==> src/rtl/ncpu32k_cell_pipefifo.sv <==
// Multi-slot pipeline FIFO with valid/ready handshakes, synchronous flush and occupancy status.
// Optional zero-latency fall-through when empty: define NCPU_PIPEFIFO_FWFT_BYPASS_EN.
module ncpu32k_cell_pipefifo #(
    parameter int DW            = 32,
    parameter int DEPTH         = 4,
    parameter int ENABLE_BYPASS = 1,
    parameter int AFULL_LVL     = DEPTH - 1,
    parameter int CW            = $clog2(DEPTH + 1)
) (
    input  logic          clk,
    input  logic          rst_n,
    input  logic          flush,
    input  logic [DW-1:0] din,
    input  logic          in_valid,
    output logic          in_ready,
    output logic [DW-1:0] dout,
    output logic          out_valid,
    input  logic          out_ready,
    output logic [CW-1:0] count,
    output logic          almost_full
);

    localparam int AW = $clog2(DEPTH);

    logic [DW-1:0] mem [DEPTH];
    logic [AW-1:0] rd_ptr;
    logic [AW-1:0] wr_ptr;

    logic full;
    logic empty;
    logic push;
    logic pop;
    logic pass;
    logic wr_en;
    logic rd_en;

    always_comb begin
        full  = (count == CW'(DEPTH));
        empty = (count == '0);

`ifdef NCPU_PIPEFIFO_FWFT_BYPASS_EN
        // Empty FIFO is transparent: the producer's item is presented directly
        out_valid = ~flush & (~empty | in_valid);
        dout      = empty ? din : mem[rd_ptr];
`else
        out_valid = ~flush & ~empty;
        dout      = mem[rd_ptr];
`endif

        // When full, out_valid is high, so out_ready alone guarantees a pop this cycle
        in_ready = ~flush & (~full | ((ENABLE_BYPASS != 0) & out_ready));

        push = in_valid & in_ready;
        pop  = out_valid & out_ready;

`ifdef NCPU_PIPEFIFO_FWFT_BYPASS_EN
        pass = empty & push & pop;
`else
        pass = 1'b0;
`endif

        // A passed-through item never touches storage or occupancy
        wr_en = push & ~pass;
        rd_en = pop & ~pass;
    end

    always_ff @(posedge clk or negedge rst_n) begin
        if (!rst_n) begin
            for (int i = 0; i < DEPTH; i++) begin
                mem[i] <= '0;
            end
        end else if (wr_en) begin
            mem[wr_ptr] <= din;
        end
    end

    always_ff @(posedge clk or negedge rst_n) begin
        if (!rst_n) begin
            rd_ptr <= '0;
            wr_ptr <= '0;
            count  <= '0;
        end else if (flush) begin
            rd_ptr <= '0;
            wr_ptr <= '0;
            count  <= '0;
        end else begin
            // Power-of-two depth lets the pointers wrap by plain overflow
            if (wr_en) begin
                wr_ptr <= wr_ptr + AW'(1);
            end
            if (rd_en) begin
                rd_ptr <= rd_ptr + AW'(1);
            end
            case ({wr_en, rd_en})
                2'b10:   count <= count + CW'(1);
                2'b01:   count <= count - CW'(1);
                default: count <= count;
            endcase
        end
    end

    assign almost_full = (count >= CW'(AFULL_LVL));

endmodule

==> config.mk <==
export PLATFORM = sky130hd
export DESIGN_NAME = ncpu32k_cell_pipefifo
export DESIGN_NICKNAME = d
export VERILOG_FILES = /design/src/rtl/ncpu32k_cell_pipefifo.sv
export SDC_FILE = /design/constraint.sdc
export NUM_CORES = 1
export LEC_CHECK = 0
export CORE_MARGIN = 10
export CORE_UTILIZATION = 51
export CTS_CLUSTER_SIZE = 16
export DETAILED_ROUTE_END_ITERATION = 8
export GPL_TIMING_DRIVEN = 0
export PLACE_DENSITY_LB_ADDON = 0.12
export SETUP_SLACK_MARGIN = 0.15
export SLEW_MARGIN = 20
export SYNTH_ARGS = -nofsm -noshare
export SYNTH_HDL_FRONTEND = slang
export SYNTH_SLANG_ARGS = --single-unit
==> constraint.sdc <==
create_clock -name clk -period 2.3 [get_ports clk]
set_input_delay 0.345 -clock clk [delete_from_list [all_inputs] [get_ports clk]]
set_output_delay 0.345 -clock clk [all_outputs]
set_load 0.01 [all_outputs]
==> Yosys cells after proc, flatten, opt, wreduce, memory -nomap -nowiden <==
Index checks and enable logic that the tools add are counted.
{ "op_classes": {"n_addsub": 4, "n_lt_le_gt_ge": 4, "n_eq_ne": 3, "n_mux": 12, "bitwise": 10, "reduce_logical": 5} }
{ "ops": {"columns": ["cell", "n"], "rows": [
  ["$bwmux W128", 1],
  ["$mux W32", 3],
  ["$bmux W32 S2", 1],
  ["$demux W32 S2", 1],
  ["$mux W2", 4],
  ["$ge A3 B3 Y1 const B", 2],
  ["$not A2 Y3", 2],
  ["$pmux W3 S2", 1],
  ["$add A2 B1 Y2 const B", 2],
  ["$and A1 B1 Y1", 4],
  ["$reduce_bool A2 Y1", 2],
  ["$add A3 B1 Y3 const B", 1],
  ["$eq A3 B3 Y1 const B", 1],
  ["$ge A3 B2 Y1 const B", 1],
  ["$logic_not A3 Y1", 1],
  ["$lt A3 B1 Y1 const B", 1],
  ["$mux W3", 1],
  ["$not A1 Y1", 3],
  ["$reduce_bool A3 Y1", 1],
  ["$sub A3 B1 Y3 const B", 1],
  ["$eq A2 B1 Y1 const B", 1],
  ["$eq A2 B2 Y1 const B", 1],
  ["$logic_and A1 B1 Y1", 1],
  ["$or A1 B1 Y1", 1]
]} }
{ "totals": {"ff_bits": 135, "input_bits": 37, "out_inout_bits": 38, "wordCells": 45} }

==> Longest topological paths before layout <==
Gate-level depths: netlist (run 1).
{ "depth": {"word_depth": 8, "depth_mapped": 10, "mapped_depth_nobuf": 8} }

==> Worst setup path after synthesis (run 1) <==
OpenSTA, ideal clock, no wires.
{ "synth_path": {"path_kind": "flip-flop to flip-flop", "startpoint": "register count[1]", "endpoint": "register count[2]", "arrival_time_ps": 2093, "slack_ps": 83, "stages_incl_launch_ff": 8, "n_path_buf": 0, "period_less_slack_ps": 2217, "path_cell_list": "dfrtp_1 > or3_2 > nand2_1 > nor2_1 > fa_1 > o221a_2 > a31oi_1 > a21oi_1"} }
{ "synth_between": {"elab_chain_cells": 8} }
{ "synth_rtl": {"columns": ["element", "line", "rtl"], "rows": [
  ["from (decl)", "19", "output logic [CW-1:0] count,"],
  ["from (signal assigned)", "95", "2'b10: count <= count + CW'(1);"],
  ["from (signal assigned)", "96", "2'b01: count <= count - CW'(1);"],
  ["from (signal assigned)", "97", "default: count <= count;"],
  ["$eq A3 B3 Y1", "38", "full = (count == CW'(DEPTH));"],
  ["$not A1 Y1", "51", "in_ready = ~flush & (~full | ((ENABLE_BYPASS != 0) & out_ready));"],
  ["$or A1 B1 Y1", "51", null],
  ["$and A1 B1 Y1", "51", null],
  ["$and A1 B1 Y1", "53", "push = in_valid & in_ready;"],
  ["$eq A2 B1 Y1 or $eq A2 B2 Y1 (tied branches)", "94", "case ({wr_en, rd_en})"],
  ["$pmux W3 S2", "94", null],
  ["$mux W3", "82", "end else if (flush) begin"]
]} }
Parallel ways exist; a longest one is shown, timed or not.
A chain may end at the register's enable or synchronous reset.

==> Worst setup path in the final report (run 1) <==
{ "layout_path": {"startpoint": "register rd_ptr[0]", "endpoint": "output dout[17]"} }
{ "layout_between": {"elab_chain_cells": 4} }
{ "layout_rtl": {"columns": ["element", "line", "rtl"], "rows": [
  ["from (decl)", "26", "logic [AW-1:0] rd_ptr;"],
  ["from (signal assigned)", "92", "rd_ptr <= rd_ptr + AW'(1);"],
  ["$not A2 Y3 (not written as such)", "47", "dout = mem[rd_ptr];"],
  ["$bmux W32 S2", "47", null],
  ["$mux W32 (not written as such) (2 in a row)", "47", null],
  ["to (decl)", "16", "output logic [DW-1:0] dout,"]
]} }
No other way between the ends. The select of a mux whose other input is x is not followed.

==> results of run 1 <==
worst max-delay path, cell delays in order (launching register included):
cell	delay, ns
dfrtp_1	0.44
clkbuf_16	0.18
buf_12	0.12
buf_6	0.09
mux4_2	0.51
buf_6	0.14
placed cells by master, fill, tap and decap left out, types with 2 or more instances in the layout:
master	count
and2_1	2
clkbuf_2	20
clkbuf_4	2
a21oi_1	2
clkinv_2	4
ha_1	4
mux4_2	32
dfrtp_1	132
dfrtp_2	3
clkbuf_1	3
nand2_8	4
inv_1	3
clkdlybuf4s50_1	37
mux2_4	120
nor2_1	6
buf_2	7
xnor2_1	2
xor2_1	2
clkbuf_8	4
mux2_2	8
buf_4	10
buf_12	16
nand2_1	2
buf_6	12
clkbuf_16	21
nand3_1	2
o21ai_0	2
clkdlybuf4s15_1	3
timing repair:
| item | 4_1_cts | 5_1_grt |
|---|---|---|
| cloned | 0 | 3 |
| setup buffers | 11 | 5 |
| hold buffers | 1 | 0 |
| setup endpoints to repair | 35 | 29 |
| hold endpoints to repair | 61 | 0 |
| pin swaps | 2 | 3 |
| gates resized for setup | 85 | 72 |
area by class of cell:
| cell class | instances | area [um2] | share of cell area |
|---|---|---|---|
| flip-flops and latches | 135 | 3380 | 0.401 |
| multi-input cells | 206 | 3040 | 0.361 |
| repair buffers | 93 | 861 | 0.102 |
| clock buffers | 23 | 478 | 0.0567 |
| plain buffers | 23 | 395 | 0.0469 |
| well taps | 172 | 215 | 0.0255 |
| clock inverters | 5 | 50.0 | 0.00593 |
| inverters | 3 | 11.3 | 0.00133 |
power groups by stage:
| stage | Combinational (W) | Sequential, W | Clock [W] |
|---|---|---|---|
| after floorplan | 0.00237 | 0.00371 | 0 |
| after global placement | 0.00330 | 0.00383 | 0 |
| after detailed placement | 0.00339 | 0.00388 | 0 |
| after CTS | 0.00334 | 0.00386 | 0.00252 |
| after global routing | 0.00371 | 0.00399 | 0.00266 |
| final | 0.00346 | 0.00387 | 0.00248 |
worst paths after layout:
kind,start,to,slack (ns),cells past startpoint
max,rd_ptr[0],dout[17],0.05,5
min,flush,count[2],0.22,2
max reg2reg,count[1],mem[75],0.26,8
min reg2reg,mem[32],mem[32],0.50,1
max in group asynchronous,rst_n,mem[111],1.13,3
min in group asynchronous,rst_n,mem[126],0.46,2
flip-flops by register name, indices dropped and copies added (netlist names):
name,count
rd_ptr,2
mem,128
wr_ptr,2
count,3
layer usage:
metal  GRT usage  vias to the layer above
met5           0                        -
met4      0.0574                        0
met3      0.0501                       15
met2       0.254                       66
met1       0.203                     1845
li1            -                     1577
cells by family (layout without fill, tap and decap cells):
family | Yosys count | count (layout) | share of synthesized area
and+or+nand+nor | 25 | 25 | 0.0294
buffers and inverters | 26 | 147 | 0.0460
DFF | 135 | 135 | 0.505
muxes | 161 | 161 | 0.392
xor gates and xnor gates | 4 | 4 | 0.00524
adders and majority gates | 5 | 5 | 0.0105
AOI/OAI and AO/OA | 11 | 11 | 0.0123
per-stage QoR:
| stage | util | cell area, um2 | power (W) | worst slack (ns) |
|---|---|---|---|---|
| floorplan | - | 6700 | 0.00608 | 0.202 |
| global route | 0.663 | 8440 | 0.0104 | -0.00758 |
| detailed placement | 0.603 | 7670 | 0.00727 | -0.231 |
| CTS | 0.655 | 8330 | 0.00972 | 0.00458 |
| global placement | 0.600 | 7630 | 0.00714 | -4.75 |
| finish | 0.663 | 8440 | 0.00981 | 0.0548 |
==> results.ini, run 1 <==
[grt]
antenna_found_initial=0
grt_pass1_wl_mm=22.7
grt_overflow=0
grtUsageTotal=0.160
grt_pass1_vias=4124
grt_max_degree=75

[synth]
ys_seq_area_frac=0.505
async_reset_ff_frac=1.00
synth.avg_cell_area_um2=18.2
ys.flop_type=dfrtp_1
yosys-top-cells-area=dfrtp_1, mux2_4, mux4_2, buf_12, mux2_2
syn_nets=409
synth_edf_count=0
synth_commonest_cells=dfrtp_1, mux2_4, mux4_2
yosys.area.top_type=dfrtp_1
synth.cell_area_um2=6690
yosysWarningCount=0
synth_top_area_share=0.505
yosysMostFrequentCell=dfrtp_1
synth_cell_types=35
netlist_instances=367
ys_ff_latch=135

[cells_and_area]
final_cells=660
n_antenna_cell=0
fill_cells=923
drive_above_1_share=0.566
final_nets=521
area_growth_pct=26.1

[power_and_ir_drop]
internal_power_w=0.00723
p_sw_w=0.00258
p_per_area_nw_per_um2=1160
ir_drop_mv=0.610
p_leak_nw=4.07
comb_power_share=0.353
swShare=0.263
p_clk_frac=0.253
p_seq_frac=0.394

[setup_path]
path_class=reg2out
required_ns=1.96
worstSetupEndpointType=output pin
arrival_ns=1.90
crit_fanout=7
cp-start-kind=flop

[status]
status=completed

[floorplanning]
num_rows=41
start_util=0.526
pin_count=75
die-area_um2=18100
die-width_um=135
fp.coreArea_um2=12700
chipHeight_um=135

[placed_design]
port_buffers=72
place.gp.congestion=0.711
post-place-cells=612
dp_hpwl_mm=8.64

[routing]
met2_length_mm=6.76
routedWlPerCell_um=20.9
viasPerCell=5.31
route.final.wire_length_mm=13.8
drc=0
top_layer_used=met4
wl_met3_um=548
drtIter0Drc=194
vias=3503
drtPass1Iterations=4
antenna_left=0
drt-met1-wl_mm=6.31

[sta]
hold_viol_final=0
drv_slew=0
layout_min_cycle_time_ns=2.25
max_slew_margin=0.680
hold_slack_ns=0.224
rsz0062_at_grt=yes
skew_ns=0.0104
finalSetupViolCount=0
period_share=0.976
max_freq_mhz=445
fin_setup_tns_ns=0
worstMarginPinSlew_ns=0.480

[clock_tree]
cts_buffer_depth=2
clock_latency_ns=0.42
h-tree-depth=4
root_buffer=clkbuf_16
cts_buffers=17
clock-sinks=135
cts_tree=done
clk_pin_slew_ns=0.05

[worst_hold_path]
min_path_type=in2reg

[run]
drv_cap=0

(Power assumes the default switching activity.)
==> run 2: changes to the inputs <==
--- a/config.mk
+++ b/config.mk
@@ -5,8 +5,11 @@
 export SDC_FILE = /design/constraint.sdc
 export NUM_CORES = 1
 export LEC_CHECK = 0
+export CELL_PAD_IN_SITES_DETAIL_PLACEMENT = 0
+export CELL_PAD_IN_SITES_GLOBAL_PLACEMENT = 1
+export CORE_ASPECT_RATIO = 0.6
 export CORE_MARGIN = 10
-export CORE_UTILIZATION = 51
+export CORE_UTILIZATION = 44
 export CTS_CLUSTER_SIZE = 16
 export DETAILED_ROUTE_END_ITERATION = 8
 export GPL_TIMING_DRIVEN = 0
==> results.ini, run 2 (synthesis gave the netlist of run 1 again) <==
[cells_and_area]
fill_cells=1121  ; +21%
post-route-util=0.582  ; -0.0817
final_nets=517  ; -0.77%
design_area_um2=8530  ; +1.2%
largest_register_ffs=128  ; unchanged
area.sequential_um2=3380  ; unchanged
n_antenna_cell=0  ; unchanged
drive_above_1_share=0.570  ; +0.00410
largest_register=mem
final_cell_mix=dfrtp_1, mux2_4, clkdlybuf4s50_1
multi_input_area_um2=3030  ; -0.41%
top_regs=mem: 128 flops, count: 3 flops
final_common_cell=dfrtp_1
area_growth_pct=27.5

[worst_hold_path]
hold_end=count[0]
hold_path.startpoint=flush
hold_path_depth=2  ; unchanged
min_path_type=in2reg

[grt]
grt_pass1_wl_mm=22.6  ; -0.27%
grt_pass1_vias=3946  ; -4.3%
grt_overflow=0  ; unchanged
antenna_found_initial=0  ; unchanged
grt_max_degree=73  ; -2.7%
grtUsageTotal=0.141  ; -0.0189

[setup_path]
r2r_start=count[1]
arrival_ns=1.88  ; -0.02 ns
r2r_setup_slack_ns=0.22  ; -0.04 ns
required_ns=1.96  ; about the same
crit_chain=buf_12, buf_6, buf_12, mux4_2, buf_6
reg2reg_depth=8  ; unchanged
worstSetupEndpointType=output pin
cp-start-kind=flop
r2r_end=count[2]
crit_fanout=9  ; +2
worst-path-buf-inv=4  ; unchanged
path_class=reg2out
slowest_stage=mux4_2
slowest_delay_ns=0.55  ; +0.04 ns
critical-path-top-delay-family=buffers and inverters

[floorplanning]
pin_count=75  ; unchanged
chipHeight_um=116  ; -14%
die-area_um2=20700  ; +14%
start_util=0.456  ; -0.0701
fp.coreArea_um2=14700  ; +15%
num_rows=34  ; -17%
die-width_um=179  ; +33%

[routing]
vias=3466  ; -1.1%
drtPass1Iterations=4  ; unchanged
viasPerCell=5.05  ; -4.8%
drc=0  ; unchanged
drtIter0Drc=170  ; -12%
route.final.wire_length_mm=14.1  ; +2.2%
routedWlPerCell_um=20.5  ; -1.7%
antenna_left=0  ; unchanged

[sta]
finalSetupViolCount=0  ; unchanged
max_freq_mhz=450  ; +0.98%
max_slew_margin=0.667  ; -0.0132
skew_ns=0.00563  ; -0.00478 ns
rsz0062_at_grt=yes
worstMarginPinSlew_ns=0.500  ; +0.0198 ns
hold_slack_ns=0.223  ; -0.000434 ns
drv_slew=0  ; unchanged
period_share=0.967  ; -0.00950
layout_min_cycle_time_ns=2.22  ; -0.0218 ns
hold_viol_final=0  ; unchanged

[power_and_ir_drop]
p_per_area_nw_per_um2=1200  ; +3.5%
p_seq_frac=0.376  ; -0.018
internal_power_w=0.00756  ; +4.6%
comb_power_share=0.338  ; -0.015
p_sw_w=0.00272  ; +5.3%
swShare=0.265  ; +0.00129
p_leak_nw=4.09  ; +0.40%
p_clk_frac=0.286  ; +0.033
ir_drop_mv=0.440  ; -28%

[clock_tree]
cts_buffer_depth=2  ; unchanged
root_buffer=clkbuf_16
clock_latency_ns=0.42  ; about the same
clk_pin_slew_ns=0.06  ; about the same
cts_tree=done
clock-sinks=135  ; unchanged
h-tree-depth=4  ; unchanged
cts_buffers=17  ; unchanged

[placed_design]
place.gp.congestion=0.690  ; -3.0%
port_buffers=72  ; unchanged
post_dp_cell_area_um2=7700  ; +0.42%
dp_hpwl_mm=8.96  ; +3.7%

[status]
status=completed

[run]
drv_cap=0  ; unchanged

[run 2: how the worst max path moves through the flow]
stage	slack, ns	depth (start not counted)	end	from
floorplan	0.20	7	count[2]	count[1]
global placement	-5.01	1	count[1]	rst_n
detailed placement	-0.28	4	dout[31]	rd_ptr[1]
CTS	0.006	4	dout[7]	rd_ptr[0]
global route	0.02	5	dout[15]	rd_ptr[0]
finish	0.08	5	dout[15]	rd_ptr[0]
[run 2: what timing repair did]
action                                 4_1_cts  5_1_grt
endpoints found under the hold margin       63        0
hold buffers                                 1        0
setup endpoints to repair                   35       32
setup buffers                                9        4
cloned                                       0        2
pin swaps                                    1        4
gates resized for setup                     90       70
[run 2: final cells by class]
type                    count  share of cell area
well taps                 198              0.0290
clock buffers              19              0.0519
inverters                   3             0.00132
clock inverters            13              0.0229
repair buffers             89              0.0978
flip-flops and latches    135               0.396
multi-input cells         206               0.355
plain buffers              23              0.0456
[run 2: through the flow]
stage                     TNS [ns]  worst slack, ns  power, W  instances
after floorplan                  0            0.202   0.00608        367
after global placement     -615.58            -5.01   0.00717        637
after detailed placement     -7.29           -0.280   0.00727        638
after CTS                        0          0.00648    0.0102        680
after global routing             0           0.0183    0.0108        686
final                            0           0.0766    0.0103        686
[run 2: power groups by stage]
stage	logic [W]	clock network [W]	registers, W
4_1_cts	0.00335	0.00299	0.00385
6_report	0.00348	0.00294	0.00386
3_3_place_gp	0.00332	0	0.00385
5_1_grt	0.00371	0.00311	0.00398
3_5_place_dp	0.00339	0	0.00388
2_1_floorplan	0.00237	0	0.00371
[run 2: layer usage]
metal,share of wire,vias up,GRT usage
li1,-,1581,-
met1,0.51,1820,0.196
met2,0.45,55,0.209
met4,0.0070,0,0.0424
met5,0,-,0
met3,0.042,10,0.0442
==> run 3: changes to the inputs <==
--- a/config.mk
+++ b/config.mk
@@ -5,10 +5,11 @@
 export SDC_FILE = /design/constraint.sdc
 export NUM_CORES = 1
 export LEC_CHECK = 0
+export CAP_MARGIN = 20
 export CELL_PAD_IN_SITES_DETAIL_PLACEMENT = 0
 export CELL_PAD_IN_SITES_GLOBAL_PLACEMENT = 1
 export CORE_ASPECT_RATIO = 0.6
-export CORE_MARGIN = 10
+export CORE_MARGIN = 2
 export CORE_UTILIZATION = 44
 export CTS_CLUSTER_SIZE = 16
 export DETAILED_ROUTE_END_ITERATION = 8
==> results.ini, run 3 (synthesis gave the netlist of run 1 again) <==
[status]
status=completed

[setup_path]
crit_chain=buf_12, buf_12, buf_12, mux4_2, buf_6
required_ns=1.96  ; about the same
slowest_stage=mux4_2
slowest_delay_ns=0.51  ; -0.04 ns
cp-start-kind=flop
arrival_ns=1.83  ; -0.05 ns
worstSetupEndpointType=output pin
reg2reg_depth=8  ; unchanged
crit_fanout=8  ; -1
cpMostUsedCell=buf_12
path_class=reg2out

[routing]
met2_length_mm=5.76  ; -8.3%
drtIter0Drc=132  ; -22%
routedWlPerCell_um=19.5  ; -4.8%
wl_met3_um=461  ; -21%
drt-met1-wl_mm=6.90  ; -3.0%
antenna_left=0  ; unchanged
top_layer_used=met4
vias=3516  ; +1.4%
viasPerCell=5.17  ; +2.3%
drtPass1Iterations=4  ; unchanged
drc=0  ; unchanged
route.final.wire_length_mm=13.3  ; -5.6%

[sta]
drv_slew=0  ; unchanged
finalSetupViolCount=0  ; unchanged
max_slew_margin=0.710  ; +0.0433
max_freq_mhz=460  ; +2.2%
skew_ns=0.0124  ; +0.00680 ns
rsz0062_at_grt=yes
layout_min_cycle_time_ns=2.18  ; -0.0478 ns
period_share=0.946  ; -0.0208
hold_viol_final=0  ; unchanged
worstMarginPinSlew_ns=0.435  ; -0.0649 ns
fin_setup_tns_ns=0  ; unchanged

[clock_tree]
clock-sinks=135  ; unchanged
cts_buffer_depth=2  ; unchanged
cts_tree=done
cts_buffers=17  ; unchanged
h-tree-depth=4  ; unchanged
root_buffer=clkbuf_16
clk_pin_slew_ns=0.06  ; about the same
clock_latency_ns=0.41  ; about the same

[worst_hold_path]
min_path_type=in2reg
hold_path_depth=2  ; unchanged

[cells_and_area]
final_common_cell=dfrtp_1
final_nets=511  ; -1.2%
largest_register=mem
n_antenna_cell=0  ; unchanged
area_growth_pct=25.6
post-route-util=0.573  ; -0.00861
largest_register_ffs=128  ; unchanged
final_cell_mix=dfrtp_1, mux2_4, clkdlybuf4s50_1
final_cells=680  ; -0.87%
top_regs=mem: 128 flops, count: 3 flops
drive_above_1_share=0.562  ; -0.00743

[floorplanning]
chipHeight_um=99.5  ; -14%
pin_count=75  ; unchanged
start_util=0.456  ; unchanged
num_rows=34  ; unchanged
fp.coreArea_um2=14700  ; unchanged
die-area_um2=16200  ; -22%
die-width_um=163  ; -8.9%

[power_and_ir_drop]
p_total_w=0.00985  ; -4.2%
ir_drop_mv=0.651  ; +48%
p_leak_nw=4.02  ; -1.8%
p_per_area_nw_per_um2=1170  ; -2.7%

[grt]
grt_pass1_wl_mm=21.9  ; -3.1%
antenna_found_initial=0  ; unchanged
grt_max_degree=83  ; +14%
grt_pass1_vias=3893  ; -1.3%
grtUsageTotal=0.178  ; +0.0366
grt_overflow=0  ; unchanged

[placed_design]
port_buffers=72  ; unchanged
place.gp.congestion=0.712  ; +3.2%
post-place-cells=638  ; unchanged
dp_hpwl_mm=8.43  ; -5.9%

[run]
drv_cap=0  ; unchanged

run 3: where the power goes:
group          internal (W)  switching (W)
sequential          0.00333       0.000521
clock               0.00152        0.00106
combinational       0.00233        0.00108
run 3: final cells by class:
cell class	instances	area, um2
buffer	23	389
clock buffer	19	443
clock inverter	13	123
fill	1128	6270
inverter	3	11.3
multi-input combinational	206	3040
sequential	135	3380
tap	198	248
timing repair buffer	83	776
run 3: path summary, 6_finish.rpt:
kind	slack, ns	to	startpoint
setup / recovery	0.12	dout[16]	rd_ptr[0]
hold / removal	0.24	count[0]	flush
setup reg to reg	0.19	count[2]	count[1]
hold reg to reg	0.50	mem[31]	mem[31]
max in group asynchronous	1.11	mem[39]	rst_n
min in group asynchronous	0.44	count[0]	rst_n
run 3: per-stage QoR:
stage | setup slack, ns | hold slack [ns] | instance area, um2
2_1_floorplan | 0.202 | 0.0494 | 6700
3_3_place_gp | -5.02 | 0.485 | 7670
3_5_place_dp | -0.259 | 0.294 | 7700
4_1_cts | 0.0255 | 0.232 | 8390
5_1_grt | 0.0636 | 0.259 | 8410
6_report | 0.124 | 0.244 | 8410
run 3: critical path: cells and delay by family, from the launching register on:
family	cells	cell delay (ns)
buffers and inverters	4	0.54
muxes	1	0.51
DFF	1	0.37
run 3: repair_timing:
| action | in CTS | in global routing |
|---|---|---|
| hold endpoints to repair | 53 | 0 |
| buffers inserted | 8 | 1 |
| pin swaps | 1 | 4 |
| setup endpoints to repair | 35 | 28 |
| resized for setup | 161 | 8 |
| hold buffers | 1 | 0 |
| gates cloned | 0 | 0 |
run 3: routing by layer:
metal	vias to the layer above	track usage
met4	0	0.0592
met5	-	0
li1	1568	-
met2	63	0.252
met1	1870	0.270
met3	15	0.0400
